## src/rtl/stream_xfade_bypass.sv

```systemverilog
// rtl/stream_xfade_bypass.sv - click-free dry/wet crossfading bypass around a 1:1 sample sub-chain
// Forks samples to the sub-chain and a dry FIFO, re-joins them and mixes with a per-frame ramped weight.
module stream_xfade_bypass #(
  parameter int G_DWIDTH          = 24,
  parameter int G_CHANNELS        = 1,
  parameter int G_XFADE_LOG2      = 6,
  parameter int G_FIFO_DEPTH_LOG2 = 5
) (
  input  logic                         clk,
  input  logic                         reset,
  input  logic                         enable,
  input  logic                         bypass,
  input  logic signed [G_DWIDTH-1:0]   din,
  input  logic                         din_valid,
  output logic                         din_ready,
  output logic signed [G_DWIDTH-1:0]   wet_dout,
  output logic                         wet_dout_valid,
  input  logic                         wet_dout_ready,
  input  logic signed [G_DWIDTH-1:0]   wet_din,
  input  logic                         wet_din_valid,
  output logic                         wet_din_ready,
  output logic signed [G_DWIDTH-1:0]   dout,
  output logic                         dout_valid,
  input  logic                         dout_ready,
  output logic                         xfade_busy,
  output logic [G_FIFO_DEPTH_LOG2:0]   dry_fifo_count
);

  localparam int AW    = G_FIFO_DEPTH_LOG2;
  localparam int DEPTH = 2 ** AW;
  localparam int GW    = G_XFADE_LOG2 + 1;
  localparam int PW    = G_DWIDTH + G_XFADE_LOG2 + 1;
  localparam int SW    = PW + 1;
  localparam int CW    = (G_CHANNELS > 1) ? $clog2(G_CHANNELS) : 1;
  localparam logic [GW-1:0] G_FULL   = {1'b1, {G_XFADE_LOG2{1'b0}}};
  localparam logic [AW:0]   CNT_FULL = {1'b1, {AW{1'b0}}};
  localparam logic [CW-1:0] CH_LAST  = CW'(G_CHANNELS - 1);

  typedef enum logic [1:0] {ST_DRY, ST_RAMP_UP, ST_WET, ST_RAMP_DOWN} state_t;

  logic                       rst;
  logic signed [G_DWIDTH-1:0] mem_q [DEPTH];
  logic [AW-1:0]              wr_ptr_q, rd_ptr_q;
  logic [AW:0]                cnt_q;
  logic                       fifo_full, fifo_empty, push, pop;
  logic signed [G_DWIDTH-1:0] dry;
  state_t                     state_q, state_d;
  logic [GW-1:0]              g_q, g_d, g_mix;
  logic [CW-1:0]              ch_q, ch_d;
  logic                       frame_start;
  logic signed [G_DWIDTH-1:0] dout_q;
  logic                       dout_valid_q, dout_valid_d;
  logic signed [PW-1:0]       wet_x, dry_x, gw_x, gd_x, prod_w, prod_d;
  logic signed [SW-1:0]       sum;
  logic signed [G_DWIDTH-1:0] mix_val;

  assign rst        = reset || !enable;
  assign fifo_full  = (cnt_q == CNT_FULL);
  assign fifo_empty = (cnt_q == '0);

  // Fork: the sub-chain only sees a sample when the dry copy has room too.
  assign wet_dout       = din;
  assign wet_dout_valid = din_valid && !fifo_full;
  assign din_ready      = wet_dout_ready && !fifo_full;
  assign push           = din_valid && din_ready;

  assign wet_din_ready = !fifo_empty && (!dout_valid_q || dout_ready);
  assign pop           = wet_din_valid && wet_din_ready;
  assign dry           = mem_q[rd_ptr_q];

  always_ff @(posedge clk) begin
    if (push) mem_q[wr_ptr_q] <= din;
  end

  always_ff @(posedge clk) begin
    if (rst) begin
      wr_ptr_q <= '0;
      rd_ptr_q <= '0;
      cnt_q    <= '0;
    end else begin
      if (push) wr_ptr_q <= wr_ptr_q + 1'b1;
      if (pop)  rd_ptr_q <= rd_ptr_q + 1'b1;
      case ({push, pop})
        2'b10:   cnt_q <= cnt_q + 1'b1;
        2'b01:   cnt_q <= cnt_q - 1'b1;
        default: cnt_q <= cnt_q;
      endcase
    end
  end

  // Weight steps at each channel-0 load so the whole frame, including its first one, uses the new g.
  always_comb begin
    state_d     = state_q;
    g_d         = g_q;
    g_mix       = g_q;
    ch_d        = ch_q;
    frame_start = pop && (ch_q == '0);
    if (pop) ch_d = (ch_q == CH_LAST) ? '0 : ch_q + 1'b1;
    if (frame_start) begin
      case (state_q)
        ST_DRY:       if (!bypass) state_d = ST_RAMP_UP;
        ST_RAMP_UP:   if (bypass)  state_d = ST_RAMP_DOWN;
        ST_WET:       if (bypass)  state_d = ST_RAMP_DOWN;
        ST_RAMP_DOWN: if (!bypass) state_d = ST_RAMP_UP;
        default:      state_d = ST_DRY;
      endcase
      if (state_d == ST_RAMP_UP)        g_d = g_q + 1'b1;
      else if (state_d == ST_RAMP_DOWN) g_d = g_q - 1'b1;
      if (g_d == G_FULL)  state_d = ST_WET;
      else if (g_d == '0) state_d = ST_DRY;
      g_mix = g_d;
    end
  end

  always_ff @(posedge clk) begin
    if (rst) begin
      state_q <= bypass ? ST_DRY : ST_WET;
      g_q     <= bypass ? '0 : G_FULL;
      ch_q    <= '0;
    end else begin
      state_q <= state_d;
      g_q     <= g_d;
      ch_q    <= ch_d;
    end
  end

  // Weights sum to N, so the shifted sum always fits the sample width.
  assign wet_x   = PW'(wet_din);
  assign dry_x   = PW'(dry);
  assign gw_x    = $signed(PW'(g_mix));
  assign gd_x    = $signed(PW'(G_FULL - g_mix));
  assign prod_w  = wet_x * gw_x;
  assign prod_d  = dry_x * gd_x;
  assign sum     = SW'(prod_w) + SW'(prod_d);
  assign mix_val = G_DWIDTH'(sum >>> G_XFADE_LOG2);

  assign dout_valid_d = pop ? 1'b1 : (dout_ready ? 1'b0 : dout_valid_q);

  always_ff @(posedge clk) begin
    if (rst) begin
      dout_q       <= '0;
      dout_valid_q <= 1'b0;
    end else begin
      if (pop) dout_q <= mix_val;
      dout_valid_q <= dout_valid_d;
    end
  end

  assign dout           = dout_q;
  assign dout_valid     = dout_valid_q;
  assign xfade_busy     = (state_q == ST_RAMP_UP) || (state_q == ST_RAMP_DOWN);
  assign dry_fifo_count = cnt_q;

endmodule

```

## config.mk

```make
export PLATFORM = sky130hd
export DESIGN_NAME = stream_xfade_bypass
export DESIGN_NICKNAME = d
export VERILOG_FILES = /design/src/rtl/stream_xfade_bypass.sv
export SDC_FILE = /design/constraint.sdc
export NUM_CORES = 2
export LEC_CHECK = 0
export BUFFER_PORTS_ARGS = -buffer_cell sky130_fd_sc_hd__buf_2
export CORE_AREA = 3 3 359 361
export DETAILED_ROUTE_END_ITERATION = 7
export DIE_AREA = 0 0 362 364
export HOLD_SLACK_MARGIN = 0.1
export PLACE_DENSITY = 0.55
export SYNTH_ARGS = -nofsm -noshare
export SYNTH_HDL_FRONTEND = slang
export SYNTH_SLANG_ARGS = --single-unit
```

## constraint.sdc

```tcl
create_clock -name clk -period 8.75 [get_ports clk]
set_input_delay 0.4375 -clock clk [delete_from_list [all_inputs] [get_ports clk]]
set_output_delay 0.4375 -clock clk [all_outputs]
set_load 0.02 [all_outputs]
```

# Yosys cells after proc, flatten, opt, wreduce, memory -nomap -nowiden
# Memory sizes are Yosys's and may differ from the RTL's. A register that Yosys moved wholly into a read port is not among the register bits.
# Index checks and enable logic that the tools add are counted.
word_totals:
  ramBits: 768
  register_bits: 51
  output_inout_bits: 59
  inputBits: 56
  latchBits: 0
  wordCells: 74
  memories: 1
  romBits: 0
op_classes:
  n_shift: 0
  n_reduce_logical: 21
  bitwise_logic: 1
  div: 0
  muxes: 23
  n_mul: 2
  n_eq_ne: 9
  n_lt_le_gt_ge: 0
  n_addsub: 9
mem_list:
  columns: ["memory", "words", "width", "rd", "rd_clocked_by_memory_dff", "write_ports", "line_no", "text"]
  rows:
  - ["mem_q", 32, 24, 1, 1, 1, "42", "logic signed [G_DWIDTH-1:0] mem_q [DEPTH];"]
ops:
  columns: ["cell", "n"]
  rows:
  - ["$mul A24 B8 Y30", 2]
  - ["$mux W7", 6]
  - ["$add A30 B30 Y30", 1]
  - ["$mux W2", 8]
  - ["$pmux W6 S2", 1]
  - ["$add A5 B1 Y5 const B", 2]
  - ["$mux W5", 2]
  - ["$eq A2 B2 Y1 const B", 4]
  - ["$sub A7 B7 Y8 const A", 1]
  - ["$add A7 B1 Y7 const B", 1]
  - ["$eq A7 B7 Y1 const B", 1]
  - ["$logic_not A7 Y1", 1]
  - ["$sub A7 B1 Y7 const B", 1]
  - ["$add A6 B1 Y6 const B", 1]
  - ["$eq A2 B1 Y1 const B", 3]
  - ["$eq A6 B6 Y1 const B", 1]
  - ["$logic_and A1 B1 Y1", 6]
  - ["$logic_not A6 Y1", 1]
  - ["$reduce_bool A2 Y1", 3]
  - ["$sub A6 B1 Y6 const B", 1]
  - ["$mux W1", 5]
  - ["$logic_not A1 Y1", 4]
  - ["$pmux W2 S2", 1]
  - ["$reduce_or A2 Y1", 2]
  - ["other kinds (4)", 6]

# Depth between registers and ports, before layout
depth:
  word_depth: 15
  depth_mapped: 38
  mapped_depth_nobuf: 34

# Least setup slack after synthesis
# Ideal clock, no wire load.
synth_path:
  kind: "reg2reg"
  start: "register state_q[0]"
  end: "register dout_q[22], in the netlist dout[22]"
  required_time_ns: 8.633
  arrival_ns: 8.456
  setup_time_ns: 0.117
  stages_incl_launch_ff: 33
  synth_period_minus_slack_ns: 8.573
  slack_ns: 0.177
  path_buffers: 4
  cell_sequence: "edfxtp_1 ha_1 xnor2_1 nor2b_1 clkbuf_1 nor2_1 mux2i_1 clkbuf_1 inv_1 ha_1 clkbuf_1 xnor2_1 clkbuf_1 nor2_1 fa_1 inv_1 fa_1 fa_1 fa_1 fa_1 fa_1 inv_1 ha_1 a21oi_1 o21bai_1 a21oi_1 o21ai_0 a31o_2 a221oi_1 nand2b_1 a21o_1 a211o_1 a32o_1"
synth_via:
  elab_chain_cells: 12
  word_cells_on_any_way: 20
  classes_between: "add/sub (2); mul (2); eq/ne (5); mux (8); reduce/logical (3)"
synth_lines:
  columns: ["item", "line_no", "text"]
  rows:
  - ["start: declaration", "47", "state_t state_q, state_d;"]
  - ["start signal: assignment", "117", "state_q <= bypass ? ST_DRY : ST_WET;"]
  - ["start signal: assignment", "121", "state_q <= state_d;"]
  - ["$eq A2 B2 Y1, or another cell as far along", "100", "case (state_q)"]
  - ["$reduce_or A2 Y1 (no source line)", null, null]
  - ["$pmux W2 S2 (*)", "100", null]
  - ["$mux W2 (*)", "99", "if (frame_start) begin"]
  - ["$eq A2 B2 Y1", "108", "else if (state_d == ST_RAMP_DOWN) g_d = g_q - 1'b1;"]
  - ["$mux W7", "108", null]
  - ["$mux W7 (*)", "107", "if (state_d == ST_RAMP_UP) g_d = g_q + 1'b1;"]
  - ["$mux W7 (*)", "99", null]
  - ["$mux W7 (*)", null, null]
  - ["$sub A7 B7 Y8", "131", "assign gd_x = $signed(PW'(G_FULL - g_mix));"]
  - ["$mul A24 B8 Y30", "133", "assign prod_d = dry_x * gd_x;"]
  - ["$add A30 B30 Y30 (*)", "134", "assign sum = SW'(prod_w) + SW'(prod_d);"]
  - ["end signal: assignment", "144", "if (pop) dout_q <= mix_val;"]
  - ["end: declaration", "51", "logic signed [G_DWIDTH-1:0] dout_q;"]
# Every way passes the cells marked *; elsewhere a longest branch is shown, timed or not. The select of a mux whose other input is x is not followed.
# A chain may end at the register's enable or synchronous reset.

# Final worst setup path
layout_path:
  start: "register g_q[0]"
  end: "register dout_q[22], in the netlist dout[22]"
layout_via:
  elab_chain_cells: 8
  word_cells_on_any_way: 10
  classes_between: "add/sub (4); mul (2); mux (4)"
layout_lines:
  columns: ["item", "line_no", "text"]
  rows:
  - ["start: declaration", "48", "logic [GW-1:0] g_q, g_d, g_mix;"]
  - ["start signal: assignment", "118", "g_q <= bypass ? '0 : G_FULL;"]
  - ["start signal: assignment", "122", "g_q <= g_d;"]
  - ["$sub A7 B1 Y7", "108", null]
  - ["$mux W7", "108", null]
  - ["$mux W7", "107", null]
  - ["$mux W7", "99", null]
  - ["$mux W7 (*)", null, null]
  - ["$sub A7 B7 Y8", "131", null]
  - ["$mul A24 B8 Y30", "133", null]
  - ["$add A30 B30 Y30 (*)", "134", null]
# Marked as above.

==> reports/metrics.yaml <==
rr_worst_depth: 28
cp_num_buf_inv: 4
worstSetupPathDepth: 28
synth_top_family_by_area: "adder cells"
crit_top_cell: "fa_1"
clk_pin_slew_ps: 60
rows: 130
yosysSeqAreaShare_pct: 55.0
crit_family: "adder cells"
nFillCells: 11594
final_common_cell: "edfxtp_1"
crit_slowest_cell: "fa_1"
ioPinCount: 115
cts_buffers: 87
synthSimpleGateAreaFrac_pct: 6.01
synth-compound-area-share_pct: 2.26
outcome: "finished, final reports clean"
drv_cap: 0
cts_tree: "done"
r2r_setup_slack_ps: 420
seq_area_sq_mm: 0.0242
core_sq_mm: 0.126
die_x_um: 362
relSlewSlack_pct: 30.4
hold_viol: 0
crit_fanout: 17
vias: 23735
port-buffer-count: 114
antenna_left: 0
totalWireLength_mm: 112
cts_root_buf: "clkbuf_16"
whs_path_depth: 3
final_cell_mix: "770 x edfxtp_1, 389 x inv_1, 314 x fa_1"
drtIter0Drc: 1660
ir_drop_uv: 166
worstSetupEndpointType: "flop"
track_usage_pct: 17.3
chipHeight_um: 364
via_per_inst: 5.00
tns_ps: 0
leakagePower_nw: 17.5
hold_class: "in -> reg"
yosysUniqueCellTypes: 70
syn_inst: 2834
finalSetupViolations: 0
p_per_area_mw_per_mm2: 218
synth.cell_area_sq_mm: 0.0440
synth_edf_count: 770
dp_hpwl_mm: 72.7
h-tree-depth: 3
grt_pass1_wl_mm: 168
gp_congestion: 0.796
wl_per_cell_um: 23.5
area_growth_pct: 14.0
critical_path_class: "reg -> reg"
fin_skew_ps: 60.2
clock-sinks: 823
yosys_most_used_dff: "edfxtp_1"
grt_max_degree: 47
worstMarginPinSlew_ps: 1040
synth-async-reset-ratio_pct: 0
drive_gt1_share_pct: 21.9
timing.hold.ws_ps: 161
synthAdderAreaFrac_pct: 17.5
dr.pass1.iters: 5
fin_nets: 3504
synth_nets: 3315
clk_latency_ps: 710
total_power_mw: 10.9
fp.dieArea_sq_mm: 0.132
drc: 0
ys_warn_count: 0
grt_setup_unrepaired: "yes"
fmaxAchievable_mhz: 120
critPathRequiredTime_ps: 9350
fin_util_pct: 39.9
max_stage_delay_ps: 560
arrival_ps: 8920
grt_pass1_vias: 24956
post_synth_mux_area_share_pct: 12.9
critPathLaunchType: "flop"
synth_area_per_cell_sq_um: 15.5
gr-total-overflow: 0
ys_ff_latch: 823
initial_core_util_pct: 35.0
min_period_ps: 8330
yosys.area_share.xor_xnor_pct: 1.65
multiInputGateArea_sq_mm: 0.0180
antenna_found_initial: 7
report.final.slew_viol_count: 0
post-route-period-util_pct: 95.2
clk_path_buf_depth: 3
## cell usage after synthesis (28+ instances only)
cell type	n	area, sq um
fa_1	314	6290
a21oi_1	45	225
edfxtp_1	770	23100
clkbuf_1	59	221
ha_1	111	1390
xnor2_1	40	350
buf_1	28	105
nor2_1	183	687
and2_1	80	500
mux2i_1	30	300
mux4_2	229	5160
inv_1	389	1460
dfxtp_1	53	1060
nand2_1	199	747
## power breakdown
part / switching (mW) / internal (mW)
Combinational: 1.78 / 1.28
Sequential: 0.00891 / 4.31
Clock: 1.56 / 1.99
Total: 3.35 / 7.58
## metrics by stage
step | cells | area, sq um | worst slack (ps)
3_5_place_dp | 4580 | 47300 | 229
5_1_grt | 4743 | 50100 | -13.3
3_3_place_gp | 4580 | 47300 | 266
4_1_cts | 4741 | 50000 | 234
6_report | 4746 | 50100 | 422
2_1_floorplan | 2834 | 44000 | 177
## area by class of cell
class | instances | share of cell area, %
multi-input combinational | 1492 | 36.0
clock buffer | 109 | 4.57
clock inverter | 50 | 0.869
antenna | 3 | 0.0150
inverter | 390 | 2.92
timing repair buffer | 229 | 3.19
tap | 1650 | 4.12
sequential | 823 | 48.3
## path summary, 6_finish.rpt
kind,endpoint,startpoint
max,dout[22],g_q[0]
min,dout_valid,dout_ready
max reg2reg,dout[22],g_q[0]
min reg2reg,dout[6],dout[6]
## cells by family (layout without fill, tap and decap cells)
family	count (synthesis)	after routing
AO/OA/AOI/OAI	143	143
XOR/XNOR	73	73
adder cells (fa/ha/maj)	425	425
buffers and inverters	519	778
flip-flops	823	823
multiplexers	278	278
other	0	3
AND/OR/NAND/NOR	573	573
## sequential cells by signal, indices dropped and copies added (netlist names), named ones only
register / count
wr_ptr_q: 5
mem_q: 768
rd_ptr_q: 5
dry_fifo_count: 6
dout: 24
state_q: 2
dout_valid: 1
g_q: 7
## worst register-to-register path, delay by kind of cell, from the launching register on
kind | cells | cell delay (ps)
compound gates | 8 | 1710
xor+xnor | 2 | 490
fa+ha+maj | 8 | 3350
buf+inv | 4 | 540
flops | 1 | 360
mux | 1 | 310
simple gates | 5 | 1490
## routing by layer
metal | global-route usage (%) | part of all wire, % | wire length (um) | vias to the layer above
met3 | 2.43 | 4.8 | 5320 | 121
met2 | 29.2 | 49 | 54800 | 551
li1 | - | - | - | 10417
met1 | 23.8 | 44 | 49400 | 12646
met4 | 3.76 | 1.8 | 2050 | 0
met5 | 0 | 0 | 0 | -
## what timing repair did
action,in CTS,in global routing
setup buffers,0,2
gates resized for setup,0,14
hold buffers,2,0
hold endpoints to repair,2,0
setup endpoints to repair,0,7
Note: power is estimated with default switching activity, not from simulation.
